**src/rtl/seg_scan_ctrl_pkg.sv**
```systemverilog
// Shared constants and types for the 4-digit multiplexed 7-segment scanner.
// Segment patterns are active-low, bit 0 = a .. bit 6 = g.
package seg_scan_ctrl_pkg;

  localparam logic [6:0] SEG_BLANK = 7'h7F;
  localparam logic [3:0] ANODE_OFF = 4'hF;

  // Index n holds the pattern for decimal digit n.
  localparam logic [9:0][6:0] SEG_DIGIT = {
    7'h10, 7'h00, 7'h78, 7'h02, 7'h12,
    7'h19, 7'h30, 7'h24, 7'h79, 7'h40
  };

  typedef enum logic {ST_GUARD, ST_SHOW} scan_st_e;

  // Per-slot latched display data.
  typedef struct packed {
    logic [3:0] nib;
    logic       blank;
  } slot_data_t;

endpackage

```
**src/rtl/seg_scan_ctrl_if.sv**
```systemverilog
// Display-side bundle: BCD sources, selection/blink controls and LED drive.
interface seg_scan_ctrl_if;
  logic [15:0] time_bcd;
  logic [15:0] alarm_bcd;
  logic        sel_alarm;
  logic [3:0]  blink_mask;
  logic [3:0]  an;
  logic [6:0]  seg;
  logic        src_alarm;
  logic        frame_done;

  modport master (
    output time_bcd, alarm_bcd, sel_alarm, blink_mask,
    input  an, seg, src_alarm, frame_done
  );

  modport slave (
    input  time_bcd, alarm_bcd, sel_alarm, blink_mask,
    output an, seg, src_alarm, frame_done
  );
endinterface

```
**src/rtl/seg_scan_ctrl_bcd_to_seg.sv**
```systemverilog
// Combinational BCD to active-low 7-segment decoder; non-decimal codes blank.
module bcd_to_seg
  import seg_scan_ctrl_pkg::*;
(
  input  logic [3:0] bcd,
  output logic [6:0] seg
);

  always_comb begin
    seg = SEG_BLANK;
    if (bcd < 4'd10) seg = SEG_DIGIT[bcd];
  end

endmodule

```
**src/rtl/seg_scan_ctrl.sv**
```systemverilog
// Time-multiplexed 4-digit scanner with per-slot anode guard, frame-aligned
// source switching and frame-counted digit blinking.
module seg_scan_ctrl
  import seg_scan_ctrl_pkg::*;
#(
  parameter int REFRESH_DIV  = 100000,
  parameter int GUARD        = 1000,
  parameter int BLINK_FRAMES = 125
) (
  input logic           clk,
  input logic           rst_n,
  seg_scan_ctrl_if.slave bus
);

  localparam int SW = $clog2(REFRESH_DIV);
  localparam int FW = (BLINK_FRAMES > 1) ? $clog2(BLINK_FRAMES) : 1;
  localparam logic [SW-1:0] SLOT_LAST  = SW'(REFRESH_DIV - 1);
  localparam logic [SW-1:0] GUARD_LAST = SW'(GUARD - 1);
  localparam logic [FW-1:0] FRM_LAST   = FW'(BLINK_FRAMES - 1);

  logic [SW-1:0]   slot_cnt;
  logic [1:0]      dig_idx;
  scan_st_e        state, state_nxt;
  logic [FW-1:0]   frm_cnt;
  logic            blink_ph;
  logic            src_q;
  slot_data_t      slot_q, slot_d;
  logic [3:0][3:0] time_dig, alarm_dig;
  logic [6:0]      dec_seg;
  logic [3:0]      an_q;
  logic [6:0]      seg_q;
  logic            slot_end, frame_end;

  assign time_dig  = bus.time_bcd;
  assign alarm_dig = bus.alarm_bcd;
  assign slot_end  = (slot_cnt == SLOT_LAST);
  assign frame_end = slot_end && (dig_idx == 2'd3);

  always_ff @(posedge clk or negedge rst_n) begin
    if (!rst_n) begin
      slot_cnt <= '0;
      dig_idx  <= '0;
      state    <= ST_GUARD;
    end else begin
      state <= state_nxt;
      if (slot_end) begin
        slot_cnt <= '0;
        dig_idx  <= dig_idx + 2'd1;
      end else begin
        slot_cnt <= slot_cnt + 1'b1;
      end
    end
  end

  always_comb begin
    state_nxt = state;
    case (state)
      ST_GUARD: if (slot_cnt == GUARD_LAST) state_nxt = ST_SHOW;
      ST_SHOW:  if (slot_end)               state_nxt = ST_GUARD;
      default:                              state_nxt = ST_GUARD;
    endcase
  end

  // Source and blink phase only move on frame boundaries so a frame is coherent.
  always_ff @(posedge clk or negedge rst_n) begin
    if (!rst_n) begin
      src_q    <= 1'b0;
      frm_cnt  <= '0;
      blink_ph <= 1'b0;
    end else if (frame_end) begin
      src_q <= bus.sel_alarm;
      if (frm_cnt == FRM_LAST) begin
        frm_cnt  <= '0;
        blink_ph <= ~blink_ph;
      end else begin
        frm_cnt <= frm_cnt + 1'b1;
      end
    end
  end

  always_comb begin
    slot_d.nib   = src_q ? alarm_dig[dig_idx] : time_dig[dig_idx];
    slot_d.blank = blink_ph & bus.blink_mask[dig_idx];
  end

  always_ff @(posedge clk or negedge rst_n) begin
    if (!rst_n)              slot_q <= '{nib: 4'd0, blank: 1'b1};
    else if (slot_cnt == '0) slot_q <= slot_d;
  end

  bcd_to_seg u_dec (
    .bcd (slot_q.nib),
    .seg (dec_seg)
  );

  // Registered drive: outputs trail the counters by one cycle.
  always_ff @(posedge clk or negedge rst_n) begin
    if (!rst_n) begin
      an_q  <= ANODE_OFF;
      seg_q <= SEG_BLANK;
    end else if (state == ST_SHOW) begin
      an_q  <= ~(4'b0001 << dig_idx);
      seg_q <= slot_q.blank ? SEG_BLANK : dec_seg;
    end else begin
      an_q  <= ANODE_OFF;
      seg_q <= SEG_BLANK;
    end
  end

  assign bus.an         = an_q;
  assign bus.seg        = seg_q;
  assign bus.src_alarm  = src_q;
  assign bus.frame_done = frame_end;

endmodule

```
**src/flat_wrapper.sv**
```systemverilog
// flat-port wrapper written by rule: the top's interface ports become plain ports
module seg_scan_ctrl_flat import seg_scan_ctrl_pkg::*;
#(
  parameter int REFRESH_DIV  = 100000,
  parameter int GUARD        = 1000,
  parameter int BLINK_FRAMES = 125
)
  (clk, rst_n, bus_time_bcd, bus_alarm_bcd, bus_sel_alarm, bus_blink_mask, bus_an, bus_seg, bus_src_alarm, bus_frame_done);
  seg_scan_ctrl_if bus_i ();
  input logic clk;
  input logic rst_n;
  input wire logic [$bits(bus_i.time_bcd)-1:0] bus_time_bcd;
  input wire logic [$bits(bus_i.alarm_bcd)-1:0] bus_alarm_bcd;
  input wire logic [$bits(bus_i.sel_alarm)-1:0] bus_sel_alarm;
  input wire logic [$bits(bus_i.blink_mask)-1:0] bus_blink_mask;
  output wire logic [$bits(bus_i.an)-1:0] bus_an;
  output wire logic [$bits(bus_i.seg)-1:0] bus_seg;
  output wire logic [$bits(bus_i.src_alarm)-1:0] bus_src_alarm;
  output wire logic [$bits(bus_i.frame_done)-1:0] bus_frame_done;
  assign bus_i.time_bcd = bus_time_bcd;
  assign bus_i.alarm_bcd = bus_alarm_bcd;
  assign bus_i.sel_alarm = bus_sel_alarm;
  assign bus_i.blink_mask = bus_blink_mask;
  assign bus_an = bus_i.an;
  assign bus_seg = bus_i.seg;
  assign bus_src_alarm = bus_i.src_alarm;
  assign bus_frame_done = bus_i.frame_done;
  seg_scan_ctrl #(.REFRESH_DIV(REFRESH_DIV), .GUARD(GUARD), .BLINK_FRAMES(BLINK_FRAMES)) u_core (.clk(clk), .rst_n(rst_n), .bus(bus_i));
endmodule
```
**config.mk**
```make
export PLATFORM = sky130hd
export DESIGN_NAME = seg_scan_ctrl_flat
export DESIGN_NICKNAME = d
export VERILOG_FILES = /design/src/rtl/seg_scan_ctrl_pkg.sv /design/src/rtl/seg_scan_ctrl_if.sv /design/src/rtl/seg_scan_ctrl_bcd_to_seg.sv /design/src/rtl/seg_scan_ctrl.sv /design/src/flat_wrapper.sv
export SDC_FILE = /design/constraint.sdc
export NUM_CORES = 1
export LEC_CHECK = 0
export ABC_CLOCK_PERIOD_IN_PS = 2500
export CORE_UTILIZATION = 46
export CTS_CLUSTER_SIZE = 40
export DETAILED_ROUTE_END_ITERATION = 7
export PLACE_DENSITY = 0.73
export SKIP_LAST_GASP = 1
export SYNTH_ARGS = -nofsm -noshare
export SYNTH_HDL_FRONTEND = slang
export SYNTH_SLANG_ARGS = --single-unit
```
**constraint.sdc**
```tcl
create_clock -name clk -period 2.5 [get_ports clk]
set_clock_uncertainty 0.1 [all_clocks]
set_input_delay 0.75 -clock clk [delete_from_list [all_inputs] [get_ports clk]]
set_output_delay 0.75 -clock clk [all_outputs]
set_load 0.005 [all_outputs]
```
==> run_results.csv <==
group,metric,value,unit
pwr,pwr_density_cell,416,nW/µm²
sta,relSlewSlack,0.634,
cells_and_area,nFillCells,442,
yosys,syn_area_per_cell,11.0,µm²
worst_setup_path,reg2reg_depth,5,
min_path,hold_depth,2,
cells_and_area,antenna_cells,0,
yosys,synth_ff_type,"dfrtp_1",
yosys,synthArstFlopShare,1.00,
floorplan,ios,52,
global_routing,grt_usage,0.215,
clock_tree,htreeDepth,2,
sta,fmax,0.340,GHz
yosys,synthCells,231,
sta,rsz0062_at_grt,"yes",
min_path,hold_path.class,"register to register",
yosys,synth_top_cell_by_area,"dfrtp_1",
yosys,synth_top_area_frac,0.326,
worst_setup_path,cp-end-kind,"primary output",
floorplan,die_y,76.2,µm
detailed_routing,via_per_inst,5.35,
yosys,syn_nets,284,
detailed_routing,firstDrtPassIters,4,
pwr,total_power,1.41,mW
yosys,ys_seq_area_frac,0.450,
worst_setup_path,worstSetupPathType,"register to primary output",
pwr,ir_drop,0.253,mV
yosys,syn_area,2530,µm²
sta,min_period,2940,ps
clock_tree,cts.path.max_buffers,2,
sta,fin_crit_sh,1.18,
floorplan,start_util,0.487,
detailed_routing,wire_per_inst,15.3,µm
detailed_routing,drtIter0Drc,82,
worst_setup_path,crit_fanout,2,
placement,port_buffers,51,
placement,dp.final_hpwl,4340,µm
clock_tree,cts-buffers-inserted,5,
global_routing,antenna_found_initial,0,
run,cap_violations,0,
worst_setup_path,start_kind,"register",
floorplan,rows,26,
detailed_routing,final_antenna_net_count,0,
sta,timing.final.ws_setup,-438,ps
floorplan,core,5200,µm²
clock_tree,ctsRootBufferMaster,"clkbuf_8",
worst_setup_path,worst-endpoint-arrival,2090,ps
sta,finalMaxSlewViolations,0,
floorplan,die_x,76.2,µm
global_routing,grt-ovfl-total,0,
global_routing,grt_pass1_vias,2071,
clock_tree,cts_sinks,45,
global_routing,grt_pass1_wl,9850,µm
cells_and_area,area_growth,33.4,%
pwr,leakage,1.45,nW
detailed_routing,vias,2005,
cells_and_area,nets,357,
worst_setup_path,rrSetupSlack,110,ps
floorplan,dieArea,5810,µm²
run_status,violations,"setup timing",
sta,hold_violations,0,
detailed_routing,wl,5730,µm
sta,setup_viol,1,
clock_tree,cts.clk_slew.worst_paths,90,ps
placement,globalplace.congestion,0.838,
detailed_routing,drc_errors,0,
yosys,ys_top_cells_by_area,"dfrtp_1 33%, dfstp_2 12%, mux4_2 8.0%",
sta,tightestPinTransition,549,ps
clock_tree,cts_tree,"built",
yosys,synth_edf_count,0,
clock_tree,clkLatencyLatePin,300,ps
global_routing,grt_max_degree,46,
cells_and_area,drive_gt1_frac,0.230,
yosys,synth.distinct_cells,41,
yosys,yosys_warnings,0,
clock_tree,cts_hold_buf,0,
worst_setup_path,worst_ep_required_time,1650,ps
sta,fin_tns_setup,-438,ps
yosys,ys_ff_latch,45,
run_status,status,"complete, but fails checks",
## stage by stage
step	area, µm²	hold WS, ps	instances	setup slack (ps)	utilization
global route	3380	428	375	-498	0.650
floorplan	2530	336	231	7.81	-
detailed placement	3270	384	367	-511	0.628
global placement	3270	358	367	-483	0.628
finish	3380	390	375	-438	0.650
CTS	3380	396	375	-449	0.650
## final cells by class
cell class,count,area (µm²),area share
multi-input combinational,163,1300,0.384
sequential,45,1140,0.338
timing repair buffer,77,702,0.208
tap,70,87.6,0.0259
clock buffer,6,72.6,0.0215
inverter,12,45.0,0.0133
clock inverter,2,35.0,0.0104
## power by group
group          internal [mW]  switching (mW)  total [mW]
Sequential             0.734          0.0113       0.745
Clock                  0.297           0.250       0.547
Combinational         0.0773          0.0372       0.114
Total                   1.11           0.299        1.41
## per-layer routing
layer  track usage  share of wire  vias to the layer above
li1              -              -                      976
met1         0.285           0.46                      987
met2         0.359           0.50                       34
met3        0.0395          0.028                        8
met4        0.0615          0.014                        0
met5             0              0                        -
## kinds of logic after synthesis
| logic type | count (synthesis) | share of synthesized area |
|---|---|---|
| adder cells (fa/ha/maj) | 14 | 0.0691 |
| AND/OR/NAND/NOR | 82 | 0.179 |
| buffers and inverters | 23 | 0.0400 |
| AO/OA/AOI/OAI | 29 | 0.0721 |
| flip-flops | 45 | 0.450 |
| XOR/XNOR | 15 | 0.0518 |
| multiplexers | 23 | 0.138 |
## cells in the final DEF (no fill, tap or decap), drive strengths merged, types with 5 or more instances in the layout
| cell | Yosys | routed |
|---|---|---|
| mux2i | 8 | 8 |
| nand3 | 14 | 14 |
| nor2 | 15 | 15 |
| mux4 | 9 | 9 |
| o21ai | 10 | 10 |
| nand2 | 15 | 15 |
| xnor2 | 8 | 8 |
| inv | 12 | 12 |
| xor2 | 7 | 7 |
| nand4 | 9 | 9 |
| ha | 14 | 14 |
| mux2 | 6 | 6 |
| and2 | 5 | 5 |
| clkdlybuf4s50 | 0 | 49 |
| dfstp | 12 | 12 |
| and3 | 7 | 7 |
| buf | 5 | 28 |
| dfrtp | 33 | 33 |
| clkbuf | 6 | 6 |
## flip-flops by register name, indices dropped and copies added (netlist names)
| register | count |
|---|---|
| u_core.slot_cnt | 17 |
| u_core.bus.seg | 7 |
| u_core.frm_cnt | 7 |
| u_core.slot_q | 5 |
| u_core.bus.an | 4 |
| u_core.dig_idx | 2 |
| u_core.blink_ph | 1 |
| u_core.bus.src_alarm | 1 |
| u_core.state | 1 |
## Yosys cell counts, drive strengths merged (2+ instances only)
master	instances
ha	14
nor4	2
mux2	6
o31ai	3
nor3	4
dfstp	12
nand2	15
xor2	7
buf	5
o21ai	10
and4	3
xnor2	8
mux2i	8
nand4	9
or4	3
and3	7
a31oi	4
dfrtp	33
and2	5
nor2	15
mux4	9
nand2b	3
inv	12
a21oi	4
clkbuf	6
o41ai	3
nand3	14
## final timing paths
check                                     from                  to
setup / recovery           u_core.slot_cnt[11]      bus_frame_done
hold / removal                u_core.slot_q[0]    u_core.slot_q[0]
setup reg to reg           u_core.slot_cnt[11]   u_core.frm_cnt[5]
hold reg to reg               u_core.slot_q[0]    u_core.slot_q[0]
max in group asynchronous                rst_n    u_core.bus.an[2]
min in group asynchronous                rst_n  u_core.slot_cnt[9]
## worst max-delay path, stage by stage (launching register included)
cell     delay [ps]
dfrtp_1         390
or4_4           540
or4_4           440
nor3_2          180
buf_4           140
buf_6            80
## timing repair
| action | CTS | global route |
|---|---|---|
| pin swaps | 3 | 3 |
| setup buffers | 0 | 0 |
| setup endpoints to repair | 1 | 3 |
| hold endpoints to repair | 0 | 0 |
| gates resized for setup | 6 | 0 |
(Power assumes the default switching activity.)
